`config.mk`:
```
export PLATFORM = sky130hd
export DESIGN_NAME = traffic_phase_ctrl
export DESIGN_NICKNAME = d
export VERILOG_FILES = /design/src/rtl/traffic_pkg.sv /design/src/rtl/traffic_phase_ctrl.sv
export SDC_FILE = /design/constraint.sdc
export NUM_CORES = 1
export LEC_CHECK = 0
export ABC_AREA = 1
export BUFFER_PORTS_ARGS = -buffer_cell sky130_fd_sc_hd__buf_2
export CORE_MARGIN = 2
export CORE_UTILIZATION = 56
export CTS_BUF_LIST = sky130_fd_sc_hd__clkbuf_2
export DETAILED_ROUTE_END_ITERATION = 8
export PLACE_DENSITY = 0.95
export REMOVE_ABC_BUFFERS = 1
export SLEW_MARGIN = 30
export SYNTH_ARGS = -nofsm -noshare
export SYNTH_HDL_FRONTEND = slang
export SYNTH_SLANG_ARGS = --single-unit
```
`constraint.sdc`:
```
create_clock -name clk100M -period 2.3 [get_ports clk100M]
set_clock_uncertainty 0.05 [all_clocks]
set_input_delay 0.46 -clock clk100M [delete_from_list [all_inputs] [get_ports clk100M]]
set_output_delay 0.46 -clock clk100M [all_outputs]
set_load 0.02 [all_outputs]
```
`src/rtl/traffic_pkg.sv`:
```
// Shared types and constants for the two-road traffic phase controller.
// Phase encodings, lamp codes and default timing used by controller and bench.
package traffic_pkg;

   typedef enum logic [2:0] {
      R2G   = 3'd0,
      R2Y   = 3'd1,
      AR_A  = 3'd2,
      R1G   = 3'd3,
      R1Y   = 3'd4,
      AR_B  = 3'd5,
      FLASH = 3'd6
   } state_t;

   localparam logic [2:0] RED = 3'b100;
   localparam logic [2:0] YEL = 3'b010;
   localparam logic [2:0] GRN = 3'b001;
   localparam logic [2:0] OFF = 3'b000;

   localparam int T_PED = 3;
   localparam int T_RST = 18;

   // Successor in the normal cycle; FLASH always exits through AR_A.
   function automatic state_t next_phase(state_t s);
      state_t n;
      unique case (s)
         R2G:     n = R2Y;
         R2Y:     n = AR_A;
         AR_A:    n = R1G;
         R1G:     n = R1Y;
         R1Y:     n = AR_B;
         AR_B:    n = R2G;
         default: n = AR_A;
      endcase
      return n;
   endfunction

endpackage

```
`src/rtl/traffic_phase_ctrl.sv`:
```
// Two-road signal phase sequencer with pedestrian truncation and night flash.
// All state advances only on the 1 Hz tick enable.
module traffic_phase_ctrl #(
   parameter int T_PED = traffic_pkg::T_PED,
   parameter int T_RST = traffic_pkg::T_RST
) (
   input  logic       clk100M,
   input  logic       rst_n,
   input  logic       tick,
   input  logic [4:0] cfg_green1,
   input  logic [4:0] cfg_green2,
   input  logic [2:0] cfg_yellow,
   input  logic       ped_req1,
   input  logic       ped_req2,
   input  logic       night_mode,
   output logic [2:0] led1,
   output logic [2:0] led2,
   output logic       walk1,
   output logic       walk2,
   output logic [4:0] time_left,
   output logic [2:0] phase
);
   import traffic_pkg::*;

   localparam logic [4:0] PED_TL = 5'(T_PED);
   localparam logic [4:0] RST_TL = 5'(T_RST);

   state_t     state, state_n, adv;
   logic [4:0] tl_q, tl_n, load_v;
   logic       pend1, pend1_n;
   logic       pend2, pend2_n;
   logic       walk1_n, walk2_n;
   logic       flash_q, flash_n;
   logic       trunc;

   always_ff @(posedge clk100M or negedge rst_n) begin
      if (!rst_n) begin
         state   <= R2G;
         tl_q    <= RST_TL;
         pend1   <= 1'b0;
         pend2   <= 1'b0;
         walk1   <= 1'b0;
         walk2   <= 1'b0;
         flash_q <= 1'b0;
      end else begin
         state   <= state_n;
         tl_q    <= tl_n;
         pend1   <= pend1_n;
         pend2   <= pend2_n;
         walk1   <= walk1_n;
         walk2   <= walk2_n;
         flash_q <= flash_n;
      end
   end

   assign adv = next_phase(state);

   always_comb begin
      unique case (adv)
         R2G:      load_v = cfg_green2;
         R1G:      load_v = cfg_green1;
         R2Y, R1Y: load_v = {2'b00, cfg_yellow};
         default:  load_v = '0;
      endcase
   end

   // A pending crossing of the road now green cuts its remaining green short.
   assign trunc = ((state == R1G) && pend1) || ((state == R2G) && pend2);

   always_comb begin
      state_n = state;
      tl_n    = tl_q;
      flash_n = flash_q;
      walk1_n = walk1;
      walk2_n = walk2;
      pend1_n = pend1 | ped_req1;
      pend2_n = pend2 | ped_req2;
      if (state == FLASH) begin
         pend1_n = 1'b0;
         pend2_n = 1'b0;
         walk1_n = 1'b0;
         walk2_n = 1'b0;
      end
      if (tick) begin
         if (state == FLASH) begin
            if (night_mode) begin
               flash_n = ~flash_q;
            end else begin
               state_n = AR_A;
               tl_n    = '0;
            end
         end else if (tl_q == '0) begin
            walk1_n = 1'b0;
            walk2_n = 1'b0;
            if ((state == AR_A || state == AR_B) && night_mode) begin
               state_n = FLASH;
               flash_n = 1'b0;
            end else begin
               state_n = adv;
               tl_n    = load_v;
               if (adv == R2G) begin
                  walk1_n = pend1 | ped_req1;
                  pend1_n = 1'b0;
               end
               if (adv == R1G) begin
                  walk2_n = pend2 | ped_req2;
                  pend2_n = 1'b0;
               end
            end
         end else if (trunc && (tl_q > PED_TL)) begin
            tl_n = PED_TL;
         end else begin
            tl_n = tl_q - 5'd1;
         end
      end
   end

   always_comb begin
      led1 = RED;
      led2 = RED;
      unique case (1'b1)
         state == R2G: led2 = GRN;
         state == R2Y: led2 = YEL;
         state == R1G: led1 = GRN;
         state == R1Y: led1 = YEL;
         state == FLASH: begin
            led1 = flash_q ? OFF : YEL;
            led2 = flash_q ? OFF : YEL;
         end
         default: ;
      endcase
   end

   assign time_left = tl_q;
   assign phase     = state;

endmodule

```
==> results of run 1 <==
==> flip-flops by register name, indices dropped and copies added (netlist names) <==
name	cells
time_left	5
phase	3
flash_q	1
pend1	1
pend2	1
walk1	1
walk2	1
==> worst register-to-register path, delay by kind of cell (launching register included) <==
family,cells,cell delay [ns]
AO/OA/AOI/OAI,1,0.08
adder cells (fa/ha/maj),1,0.29
buffers and inverters,2,0.22
flip-flops,1,0.45
AND/OR/NAND/NOR,4,0.62
==> metrics by stage <==
stage,cell area (um2),setup slack [ns],total power [mW]
2_1_floorplan,1080,0.449,1.28
3_3_place_gp,1280,0.530,1.54
3_5_place_dp,1280,0.477,1.59
4_1_cts,1320,0.137,1.73
5_1_grt,1320,0.0182,1.88
6_report,1320,0.117,1.74
==> routing by layer <==
layer | track usage, % | vias up | routed length, um
met2 | 45.6 | 41 | 1430
met3 | 4.32 | 7 | 114
met5 | 0 | - | 0
met1 | 27.3 | 526 | 1170
li1 | - | 593 | -
met4 | 12.9 | 0 | 63
==> kinds of logic (layout without fill, tap and decap cells) <==
family,Yosys count,after routing,synth area share (%)
and+or+nand+nor,104,104,48.3
buffers and inverters,26,63,10.7
adders and majority gates,2,2,2.27
AOI/OAI and AO/OA,15,15,7.48
xor gates and xnor gates,2,2,1.59
DFF,13,13,29.7
==> final timing paths <==
kind | startpoint | endpoint | slack [ns] | cells past startpoint
min in group asynchronous | rst_n | phase[2] | 0.52 | 2
min | ped_req1 | pend1 | 0.44 | 3
max in group asynchronous | rst_n | time_left[4] | 1.39 | 2
max | phase[0] | led2[1] | 0.12 | 5
min reg2reg | time_left[4] | time_left[4] | 0.44 | 2
max reg2reg | time_left[0] | phase[0] | 0.53 | 8
==> synthesized netlist by cell type <==
cell type                  number
sky130_fd_sc_hd__a21oi_1        7
sky130_fd_sc_hd__a311oi_1       2
sky130_fd_sc_hd__buf_6          2
sky130_fd_sc_hd__dfrtp_1       11
sky130_fd_sc_hd__dfstp_2        2
sky130_fd_sc_hd__ha_1           2
sky130_fd_sc_hd__inv_1         19
sky130_fd_sc_hd__inv_2          3
sky130_fd_sc_hd__inv_4          2
sky130_fd_sc_hd__nand2_1       56
sky130_fd_sc_hd__nand2_2        1
sky130_fd_sc_hd__nand2_4        3
sky130_fd_sc_hd__nand3_1       23
sky130_fd_sc_hd__nand3_2        1
sky130_fd_sc_hd__nand3_4        1
sky130_fd_sc_hd__nand4_1        1
sky130_fd_sc_hd__nand4_4        1
sky130_fd_sc_hd__nor2_1        10
sky130_fd_sc_hd__nor2_2         2
sky130_fd_sc_hd__nor2_4         1
sky130_fd_sc_hd__nor2_8         2
sky130_fd_sc_hd__nor3_1         1
sky130_fd_sc_hd__o21ai_0        6
sky130_fd_sc_hd__or2_2          1
sky130_fd_sc_hd__xor2_1         2
==> cell type report <==
cell class,instances,share of cell area (%)
clock buffer,4,1.52
inverter,24,7.23
multi-input combinational,123,50.0
sequential,13,24.9
tap,27,2.57
timing repair buffer,35,13.7
==> power groups by stage <==
stage               sequential [mW]  clock [mW]  combinational, mW
finish                        0.466       0.128               1.15
floorplan                     0.526           0              0.753
global route                  0.481       0.137               1.26
CTS                           0.464       0.128               1.14
global placement              0.456           0               1.09
detailed placement            0.469           0               1.12
==> results_tabular.tex, run 1 <==
\begin{tabular}{lr}
\hline
Metric & Value \\
\hline
\multicolumn{2}{l}{\textbf{Job}} \\
Number of maximum-capacitance violations & 0 \\
\multicolumn{2}{l}{\textbf{Clock network}} \\
Total CTS buffers & 3 \\
Setup fix buffers added after clock tree synthesis & 0 \\
Maximum level of the CTS H-tree & 1 \\
Resize count post-CTS & 0 \\
Number of sinks driven by the clock tree & 13 \\
TritonCTS clock tree & yes \\
CTS max path bufs & 2 \\
Post-cts hold buffer count & 1 \\
Clock root buffer & sky130\_fd\_sc\_hd\_\_clkbuf\_2 \\
Clock transition at path regs & 0.14 ns \\
Clock Latency Late Sink & 0.29 ns \\
\multicolumn{2}{l}{\textbf{Cells and area}} \\
Sequential standard cell area & 328 um2 \\
Post-layout instance count excluding filler cells & 226 \\
Finished Core Util & 69.1\% \\
Footprint of the multi-input gates & 658 um2 \\
Synth-to-layout area growth & 19.2\% \\
Most used cells in the layout excluding fill and tap cells & sky130\_fd\_sc\_hd\_\_nand2\_1 (56), sky130\_fd\_sc\_hd\_\_buf\_2 (34), sky130\_fd\_sc\_hd\_\_nand3\_1 (23) \\
Most common library cell in the layout ignoring fill and taps & sky130\_fd\_sc\_hd\_\_nand2\_1 \\
Post-layout nets & 221 \\
Diodes inserted & 0 \\
Layout filler cell count & 154 \\
Layout cell share with drive strength beyond 1 & 29.1\% \\
\multicolumn{2}{l}{\textbf{Synth}} \\
FF+latch count, synth & 13 \\
Synthesized instance count & 162 \\
Average size of a mapped cell & 6.81 um2 \\
Fraction of post-synthesis cell area in the top cell type by area & 24.9\% \\
Cell type with the largest total area after synthesis & sky130\_fd\_sc\_hd\_\_dfrtp\_1 \\
Top cells by area, synth & sky130\_fd\_sc\_hd\_\_dfrtp\_1 (25\%), sky130\_fd\_sc\_hd\_\_nand2\_1 (19\%), sky130\_fd\_sc\_hd\_\_nand3\_1 (10\%) \\
Mapped cell area & 1100 um2 \\
Ys Warns & 0 \\
Share of synthesized area occupied by flip-flops and latches & 29.7\% \\
Number of distinct library cell variants in the gate-level netlist after synthesis & 25 \\
\multicolumn{2}{l}{\textbf{Setup path}} \\
Peak per-stage delay on the critical path & 0.49 ns \\
Slowest cell on the critical path & sky130\_fd\_sc\_hd\_\_dfrtp\_1 \\
Critical path, cell by cell & inv\_2, nand3\_4, or2\_2, o21ai\_0, buf\_2 \\
Element type at the critical path start & flip-flop \\
Largest driver fanout on the critical path & 8 \\
Worst endpoint required time & 1.79 ns \\
Type of the worst setup path & flip-flop to primary output \\
Data arrival time of the critical path & 1.67 ns \\
Buffer and inverter count on the worst path & 2 \\
Kind of cell with the highest combined delay on the critical path & flip-flops \\
Worst setup EP type & primary output \\
\multicolumn{2}{l}{\textbf{Global route}} \\
Via count of the first global-routing pass & 1112 \\
Global-route wire length before repair & 4570 um \\
Total routing usage reported by global routing & 24.8\% \\
Largest net degree at the start of global routing & 14 \\
Initial antenna violation count & 0 \\
Leftover overflow at the end of global routing & 0 \\
\multicolumn{2}{l}{\textbf{Place}} \\
Final weighted congestion in routability-driven placement & 0.869 \\
DP HPWL & 2220 um \\
Number of port buffers & 34 \\
Placed cell count & 221 \\
\multicolumn{2}{l}{\textbf{Drt}} \\
Routed via count divided by cell count & 5.16 \\
First-pass detailed-route iteration total & 4 \\
Post-route DRC violation count & 0 \\
Total routed wirelength & 2780 um \\
Number of routed nets with antenna violations & 0 \\
Vias post-DR & 1167 \\
Wirelength per Cell & 12.3 um \\
Number of DRC markers in iteration 0 & 26 \\
\multicolumn{2}{l}{\textbf{Status}} \\
Result of the run & finished clean \\
\multicolumn{2}{l}{\textbf{Power}} \\
Proportion of power drawn by flip-flops and latches & 26.8\% \\
Switching power as a share of total power & 56.9\% \\
Leakage power & 0.771 nW \\
Proportion of power drawn by combinational gates & 65.9\% \\
Maximum ir drop on the vdd rail & 818 uV \\
Total power density per cell area & 1320 nW/um2 \\
Clock share of power & 7.4\% \\
Internal power contribution & 751 uW \\
NetSw & 991 uW \\
\multicolumn{2}{l}{\textbf{Min path}} \\
Min-delay worst type & primary input to flip-flop \\
\multicolumn{2}{l}{\textbf{Die}} \\
Die Height & 48.4 um \\
Initial standard-cell utilization of the core & 58.0\% \\
Core footprint & 1900 um2 \\
Overall die area & 2340 um2 \\
Top-level port count & 35 \\
Num rows & 16 \\
Die width & 48.4 um \\
\multicolumn{2}{l}{\textbf{Timing}} \\
Count of final hold-check violations & 0 \\
Smallest hold slack & 0.442 ns \\
Unrepaired setup endpoints after global routing & false \\
Final critical-path share of the clock period & 94.9\% \\
Headroom to the max-slew limit & 75.8\% \\
Achievable Freq & 0.458 GHz \\
Number of setup violations in the final report & 0 \\
Minimum clock period after layout & 2.18 ns \\
Setup Total Neg Slack & 0 ns \\
Measured slew at the worst slew-check pin & 0.363 ns \\
Final max-slew violation count & 0 \\
\hline
\end{tabular}
Power figures use the tool's default switching activity.
==> run 2, diff against run 1 <==
- ABC_AREA: 1 -> 0
- CORE_UTILIZATION: 56 -> 55
==> run 2 against run 1 <==
First-iteration DRC count up 81%; area after synthesis shrank 7.8%; wire length decreased by 0.97%; final area shrank 5.2%; synthesized cell count decreased by 24%; final cell count down 19%; via count fell by 1.5%; sequential share of layout area up 1.5 points; combinational power decreased by 6%; critical endpoint is now time_left[2].
==> results_tabular.tex, run 2 <==
\begin{tabular}{lr}
\hline
Metric & Value \\
\hline
\multicolumn{2}{l}{\textbf{Status}} \\
Result of the run & finished clean \\
\multicolumn{2}{l}{\textbf{Die}} \\
Num rows & 15 (-1) \\
Overall die area & 2210 um2 (-5.6\%) \\
Die Height & 47.0 um (-2.9\%) \\
Top-level port count & 35 (unchanged) \\
Die width & 47.0 um (-2.9\%) \\
Initial standard-cell utilization of the core & 58.9\% (+0.89 points) \\
Core footprint & 1730 um2 (-9.2\%) \\
\multicolumn{2}{l}{\textbf{Synth}} \\
Share of synthesized area spent on multiplexers & 2.95\% (+3.0 points) \\
Most common cell in the synthesized netlist & sky130\_fd\_sc\_hd\_\_o21ai\_0 \\
Synthesized-area fraction occupied by ao, oa, aoi and oai cells & 30.8\% (+23 points) \\
Ranking of synthesized cells by instance count & sky130\_fd\_sc\_hd\_\_o21ai\_0 (12), sky130\_fd\_sc\_hd\_\_dfrtp\_1 (11), sky130\_fd\_sc\_hd\_\_nand2\_1 (9), sky130\_fd\_sc\_hd\_\_nor2\_1 (9), sky130\_fd\_sc\_hd\_\_a21oi\_1 (7) \\
Post-Synth Simple-Gate Area & 26.4\% (-22 points) \\
Cell type with the largest total area after synthesis & sky130\_fd\_sc\_hd\_\_dfrtp\_1 \\
FF+latch count, synth & 13 (unchanged) \\
Primary flip-flop cell chosen by synthesis mapping & sky130\_fd\_sc\_hd\_\_dfrtp\_1 \\
Number of enable-type register cells in the synthesized netlist & 0 (unchanged) \\
Mapped cell area & 1020 um2 (-7.8\%) \\
Proportion of synthesized flip-flops having asynchronous set or reset & 100\% (unchanged) \\
Share of synthesized area occupied by flip-flops and latches & 32.2\% (+2.5 points) \\
Main combinational cell family by area after synthesis & compound AO/OA/AOI/OAI gates \\
Top cells by area, synth & sky130\_fd\_sc\_hd\_\_dfrtp\_1 (27\%), sky130\_fd\_sc\_hd\_\_o21ai\_0 (5.9\%), sky130\_fd\_sc\_hd\_\_dfstp\_2 (5.2\%) \\
Arithmetic-cell share of the synthesized area counting full adders, half adders and majority gates & 2.46\% (+0.19 points) \\
Average size of a mapped cell & 8.27 um2 (+21\%) \\
Synthesized instance count & 123 (-24\%) \\
Fraction of post-synthesis cell area in the top cell type by area & 27.1\% (+2.1 points) \\
Number of distinct library cell variants in the gate-level netlist after synthesis & 42 (+68\%) \\
Ys Warns & 0 (unchanged) \\
Post-Synth XOR/XNOR Area & 0\% (-1.6 points) \\
\multicolumn{2}{l}{\textbf{Setup path}} \\
Peak per-stage delay on the critical path & 0.49 ns (about the same) \\
Worst endpoint required time & 2.45 ns (+0.66 ns) \\
Element type at the critical path start & flip-flop \\
Critical path origin & time\_left[0] \\
Depth of the most critical reg-to-reg path & 7 (-1) \\
Largest driver fanout on the critical path & 10 (+2) \\
Worst r2r src & time\_left[0] \\
Type of the worst setup path & flip-flop to flip-flop \\
Buffer and inverter count on the worst path & 1 (-1) \\
Slowest cell on the critical path & sky130\_fd\_sc\_hd\_\_nor4b\_4 \\
Setup slack of the most critical reg-to-reg path & 0.19 ns (-0.34 ns) \\
Critical path, cell by cell & inv\_1, ha\_1, nor4b\_4, nand3\_1, o2111ai\_2, o21bai\_1, o2bb2ai\_1 \\
Worst setup EP type & flip-flop \\
Data arrival time of the critical path & 2.26 ns (+0.59 ns) \\
Kind of cell with the highest combined delay on the critical path & simple AND/OR/NAND/NOR gates \\
FF-to-FF End & time\_left[2] \\
Critical path depth in cells & 7 (+2) \\
\multicolumn{2}{l}{\textbf{Timing}} \\
Setup Total Neg Slack & 0 ns (unchanged) \\
Unrepaired setup endpoints after global routing & false \\
Headroom to the max-slew limit & 63.7\% (-12 points) \\
Smallest hold slack & 0.345 ns (-0.0968 ns) \\
Count of final hold-check violations & 0 (unchanged) \\
Achievable Freq & 0.473 GHz (+3.3\%) \\
Measured slew at the worst slew-check pin & 0.542 ns (+0.179 ns) \\
Minimum clock period after layout & 2.11 ns (-0.0699 ns) \\
Final critical-path share of the clock period & 91.9\% (-3.0 points) \\
Final max-slew violation count & 0 (unchanged) \\
Number of setup violations in the final report & 0 (unchanged) \\
\multicolumn{2}{l}{\textbf{Drt}} \\
Vias post-DR & 1149 (-1.5\%) \\
First-pass detailed-route iteration total & 4 (unchanged) \\
Number of DRC markers in iteration 0 & 47 (+81\%) \\
Wirelength per Cell & 15.0 um (+22\%) \\
Number of routed nets with antenna violations & 0 (unchanged) \\
Total routed wirelength & 2750 um (-0.97\%) \\
Routed via count divided by cell count & 6.28 (+22\%) \\
Post-route DRC violation count & 0 (unchanged) \\
\multicolumn{2}{l}{\textbf{Power}} \\
Total power density per cell area & 1350 nW/um2 (+1.7\%) \\
Leakage power & 0.559 nW (-27\%) \\
Maximum ir drop on the vdd rail & 752 uV (-8.0\%) \\
\multicolumn{2}{l}{\textbf{Job}} \\
Number of maximum-capacitance violations & 0 (unchanged) \\
\multicolumn{2}{l}{\textbf{Cells and area}} \\
Layout cell share with drive strength beyond 1 & 30.4\% (+1.2 points) \\
Post-layout nets & 180 (-19\%) \\
Most used cells in the layout excluding fill and tap cells & sky130\_fd\_sc\_hd\_\_buf\_2 (34), sky130\_fd\_sc\_hd\_\_o21ai\_0 (12), sky130\_fd\_sc\_hd\_\_dfrtp\_1 (10) \\
Synth-to-layout area growth & 22.5\% \\
Most common library cell in the layout ignoring fill and taps & sky130\_fd\_sc\_hd\_\_buf\_2 \\
Max FFs per register & 5 (unchanged) \\
Diodes inserted & 0 (unchanged) \\
Finished Core Util & 72.2\% (+3.0 points) \\
Final cell area excluding filler cells & 1250 um2 (-5.2\%) \\
Post-layout instance count excluding filler cells & 183 (-19\%) \\
\multicolumn{2}{l}{\textbf{Clock network}} \\
Clock root buffer & sky130\_fd\_sc\_hd\_\_clkbuf\_2 \\
Number of sinks driven by the clock tree & 13 (unchanged) \\
Maximum level of the CTS H-tree & 1 (unchanged) \\
Clock Latency Late Sink & 0.28 ns (about the same) \\
TritonCTS clock tree & yes \\
Setup fix buffers added after clock tree synthesis & 0 (unchanged) \\
Total CTS buffers & 3 (unchanged) \\
Clock transition at path regs & 0.12 ns (-0.02 ns) \\
CTS max path bufs & 2 (unchanged) \\
\multicolumn{2}{l}{\textbf{Min path}} \\
Hold path cells & 2 (-1) \\
Worst Hold Launch & ped\_req2 \\
Min-delay worst type & primary input to flip-flop \\
Worst Hold End & pend2 \\
\multicolumn{2}{l}{\textbf{Global route}} \\
Largest net degree at the start of global routing & 19 (+5) \\
Leftover overflow at the end of global routing & 0 (unchanged) \\
Total routing usage reported by global routing & 27.5\% (+2.6 points) \\
Initial antenna violation count & 0 (unchanged) \\
Via count of the first global-routing pass & 976 (-12\%) \\
Global-route wire length before repair & 4270 um (-6.5\%) \\
\multicolumn{2}{l}{\textbf{Place}} \\
Placed cell count & 178 (-19\%) \\
Number of port buffers & 34 (unchanged) \\
Post-detailed-placement cell area & 1210 um2 (-5.5\%) \\
DP HPWL & 2090 um (-6.0\%) \\
Final weighted congestion in routability-driven placement & 0.885 (+1.9\%) \\
\hline
\end{tabular}
==> run 2: changes by cell type after synthesis, moves of 5 or more <==
cell	delta
sky130_fd_sc_hd__a31oi_1	+5
sky130_fd_sc_hd__clkbuf_1	+5
sky130_fd_sc_hd__inv_1	-14
sky130_fd_sc_hd__nand2_1	-47
sky130_fd_sc_hd__nand3_1	-19
sky130_fd_sc_hd__o21ai_0	+6
==> run 2: metrics by stage <==
step	worst slack [ns]	total power [mW]
detailed placement	0.263	1.53
finish	0.187	1.68
CTS	0.125	1.66
floorplan	0.213	1.17
global placement	0.387	1.48
global route	0.0159	1.80
==> run 2: what timing repair did <==
action	CTS	global route
gates resized for setup	0	1
setup endpoints to repair	0	1
hold buffers	0	1
endpoints found under the hold margin	0	1
==> run 2: layout make-up <==
type	instances	area (um2)
clock buffers	4	20.0
fillers	142	480
inverters	5	18.8
multi-input cells	97	637
flip-flops and latches	13	329
well taps	25	31.3
repair buffers	39	210
==> run 2: how the worst max path moves through the flow <==
| stage | to | slack (ns) |
|---|---|---|
| 6_report | time_left[2] | 0.19 |
| 3_3_place_gp | time_left[0] | 0.39 |
| 3_5_place_dp | time_left[2] | 0.26 |
| 4_1_cts | led2[1] | 0.12 |
| 5_1_grt | time_left[3] | 0.02 |
| 2_1_floorplan | led1[2] | 0.21 |
==> run 2: per-layer routing <==
layer  up-vias  GRT usage (%)  part of all wire [%]
met4         0           13.3                   2.5
met3         9           4.62                   8.1
met1       532           37.5                    42
met2        69           42.2                    48
met5         -              0                     0
li1        539              -                     -
==> run 2: cell families (layout without fill, tap and decap cells) <==
group	count (synthesis)	count (layout)
muxes	3	3
buffers and inverters	13	48
AOI/OAI and AO/OA	46	46
adders and majority gates	2	2
DFF	13	13
and+or+nand+nor	46	46
==> run 2: report_power, final <==
group	switching (mW)	internal (mW)	total [mW]
clock network	0.0772	0.0461	0.123
logic	0.656	0.422	1.08
registers	0.152	0.325	0.477
==> run 2: worst reg2reg max path, cell delays in order, from the launching register on <==
cell and delay [ns]:
sky130_fd_sc_hd__dfrtp_1 0.45, sky130_fd_sc_hd__inv_1 0.11, sky130_fd_sc_hd__ha_1 0.22, sky130_fd_sc_hd__nor4b_4 0.49, sky130_fd_sc_hd__nand3_1 0.19, sky130_fd_sc_hd__o2111ai_2 0.22, sky130_fd_sc_hd__o21bai_1 0.18, sky130_fd_sc_hd__o2bb2ai_1 0.13
==> run 3, diff against run 2 <==
- BUFFER_PORTS_ARGS: -buffer_cell sky130_fd_sc_hd__buf_2 -> -buffer_cell sky130_fd_sc_hd__buf_4
==> run 3 against run 2 <==
Wire length is 10% higher; largest cell class unchanged; global-route usage is 1.8 points higher; combinational power is 6% higher.
==> results_tabular.tex, run 3 (same netlist as run 2, synthesis figures left out) <==
\begin{tabular}{lr}
\hline
Metric & Value \\
\hline
\multicolumn{2}{l}{\textbf{Status}} \\
Result of the run & finished clean \\
\multicolumn{2}{l}{\textbf{Clock network}} \\
Clock root buffer & sky130\_fd\_sc\_hd\_\_clkbuf\_2 \\
Maximum level of the CTS H-tree & 1 (unchanged) \\
CTS max path bufs & 2 (unchanged) \\
Setup fix buffers added after clock tree synthesis & 0 (unchanged) \\
TritonCTS clock tree & yes \\
Clock transition at path regs & 0.14 ns (+0.02 ns) \\
Total CTS buffers & 3 (unchanged) \\
Clock Latency Late Sink & 0.29 ns (about the same) \\
Number of sinks driven by the clock tree & 13 (unchanged) \\
\multicolumn{2}{l}{\textbf{Global route}} \\
Total routing usage reported by global routing & 29.2\% (+1.8 points) \\
Leftover overflow at the end of global routing & 0 (unchanged) \\
Via count of the first global-routing pass & 1010 (+3.5\%) \\
Largest net degree at the start of global routing & 19 (unchanged) \\
Global-route wire length before repair & 4550 um (+6.5\%) \\
Initial antenna violation count & 0 (unchanged) \\
\multicolumn{2}{l}{\textbf{Drt}} \\
First-pass detailed-route iteration total & 4 (unchanged) \\
Total routed wirelength & 3040 um (+10\%) \\
Wirelength per Cell & 16.6 um (+10\%) \\
Number of routed nets with antenna violations & 0 (unchanged) \\
Post-route DRC violation count & 0 (unchanged) \\
Vias post-DR & 1163 (+1.2\%) \\
Routed via count divided by cell count & 6.36 (+1.2\%) \\
Number of DRC markers in iteration 0 & 36 (-23\%) \\
\multicolumn{2}{l}{\textbf{Setup path}} \\
Largest driver fanout on the critical path & 18 (+8) \\
Depth of the most critical reg-to-reg path & 7 (unchanged) \\
Worst setup EP type & primary output \\
Worst endpoint required time & 1.79 ns (-0.66 ns) \\
Element type at the critical path start & flip-flop \\
Data arrival time of the critical path & 1.70 ns (-0.56 ns) \\
Type of the worst setup path & flip-flop to primary output \\
\multicolumn{2}{l}{\textbf{Place}} \\
Final weighted congestion in routability-driven placement & 0.912 (+3.1\%) \\
Number of port buffers & 34 (unchanged) \\
DP HPWL & 2260 um (+8.5\%) \\
\multicolumn{2}{l}{\textbf{Die}} \\
Die width & 47.0 um (unchanged) \\
Top-level port count & 35 (unchanged) \\
Overall die area & 2210 um2 (unchanged) \\
Num rows & 15 (unchanged) \\
Die Height & 47.0 um (unchanged) \\
Core footprint & 1730 um2 (unchanged) \\
Initial standard-cell utilization of the core & 58.9\% (unchanged) \\
\multicolumn{2}{l}{\textbf{Power}} \\
Clock share of power & 7.4\% (about the same) \\
Total power density per cell area & 1330 nW/um2 (-1.0\%) \\
NetSw & 910 uW (+2.8\%) \\
Proportion of power drawn by combinational gates & 64.6\% (+0.4 points) \\
Leakage power & 0.582 nW (+4.2\%) \\
Maximum ir drop on the vdd rail & 725 uV (-3.5\%) \\
Internal power contribution & 865 uW (+9.0\%) \\
Switching power as a share of total power & 51.3\% (-1.5 points) \\
Total Power Consumption & 1.77 mW (+5.7\%) \\
Proportion of power drawn by flip-flops and latches & 28.0\% (-0.4 points) \\
\multicolumn{2}{l}{\textbf{Timing}} \\
Headroom to the max-slew limit & 62.4\% (-1.3 points) \\
Unrepaired setup endpoints after global routing & false \\
Count of final hold-check violations & 0 (unchanged) \\
Setup Total Neg Slack & 0 ns (unchanged) \\
Final critical-path share of the clock period & 96.0\% (+4.2 points) \\
Final max-slew violation count & 0 (unchanged) \\
Measured slew at the worst slew-check pin & 0.565 ns (+0.0221 ns) \\
Achievable Freq & 0.453 GHz (-4.3\%) \\
Smallest hold slack & 0.314 ns (-0.0313 ns) \\
Minimum clock period after layout & 2.21 ns (+0.0960 ns) \\
Number of setup violations in the final report & 0 (unchanged) \\
\multicolumn{2}{l}{\textbf{Cells and area}} \\
Diodes inserted & 0 (unchanged) \\
Sequential standard cell area & 329 um2 (unchanged) \\
Max FFs per register & 5 (unchanged) \\
Footprint of the multi-input gates & 637 um2 (unchanged) \\
Synth-to-layout area growth & 30.9\% \\
Most common library cell in the layout ignoring fill and taps & sky130\_fd\_sc\_hd\_\_buf\_4 \\
Most used cells in the layout excluding fill and tap cells & sky130\_fd\_sc\_hd\_\_buf\_4 (38), sky130\_fd\_sc\_hd\_\_o21ai\_0 (12), sky130\_fd\_sc\_hd\_\_dfrtp\_1 (10) \\
Layout cell share with drive strength beyond 1 & 30.4\% (unchanged) \\
Post-layout nets & 180 (unchanged) \\
Layout filler cell count & 119 (-16\%) \\
\multicolumn{2}{l}{\textbf{Min path}} \\
Min-delay worst type & primary input to flip-flop \\
Hold path cells & 2 (unchanged) \\
\multicolumn{2}{l}{\textbf{Job}} \\
Number of maximum-capacitance violations & 0 (unchanged) \\
\hline
\end{tabular}
## run 3: through the flow
step | util, % | setup WS (ns) | instance area [um2] | cells
2_1_floorplan | - | 0.213 | 983 | 115
3_3_place_gp | 75.3 | 0.377 | 1300 | 178
3_5_place_dp | 75.3 | 0.273 | 1300 | 178
4_1_cts | 77.0 | 0.129 | 1330 | 183
5_1_grt | 77.1 | 0.000892 | 1330 | 183
6_report | 77.1 | 0.0911 | 1330 | 183
## run 3: layout make-up
class	count	share of cell area, %
Tap cell	25	2.35
Timing Repair Buffer	39	22.2
Inverter	5	1.41
Multi-Input combinational cell	97	47.8
Clock buffer	4	1.50
Sequential cell	13	24.7
## run 3: power groups by stage
stage / clock network [mW] / logic [mW] / registers, mW
6_report: 0.131 / 1.15 / 0.498
5_1_grt: 0.139 / 1.25 / 0.508
4_1_cts: 0.129 / 1.13 / 0.488
3_5_place_dp: 0 / 1.12 / 0.494
3_3_place_gp: 0 / 1.08 / 0.479
2_1_floorplan: 0 / 0.611 / 0.562
## run 3: final timing paths
| path | from | endpoint | slack [ns] |
|---|---|---|---|
| worst max register to register | time_left[0] | time_left[2] | 0.24 |
| worst min register to register | pend2 | pend2 | 0.49 |
| min in group asynchronous | rst_n | pend1 | 0.48 |
| worst min-delay path | ped_req2 | pend2 | 0.31 |
| worst max-delay path | phase[2] | led1[2] | 0.09 |
| max in group asynchronous | rst_n | time_left[4] | 1.48 |
## run 3: layer usage
metal,routed length [um],global-route usage [%],up-vias
met5,0,0,-
met4,61,13.3,0
met3,288,3.85,11
met2,1520,49.3,72
met1,1160,37.1,544
li1,-,-,536
## run 3: repair_timing
action	in CTS	in global routing
hold buffers	1	0
endpoints found under the setup margin	0	1
hold endpoints to repair	11	0
resized for setup	0	1
## run 3: critical path: stages (launching register included)
cell and delay (ns):
sky130_fd_sc_hd__dfrtp_1 0.73, sky130_fd_sc_hd__nand2b_1 0.30, sky130_fd_sc_hd__nor2_1 0.09, sky130_fd_sc_hd__a21oi_1 0.13, sky130_fd_sc_hd__buf_4 0.16
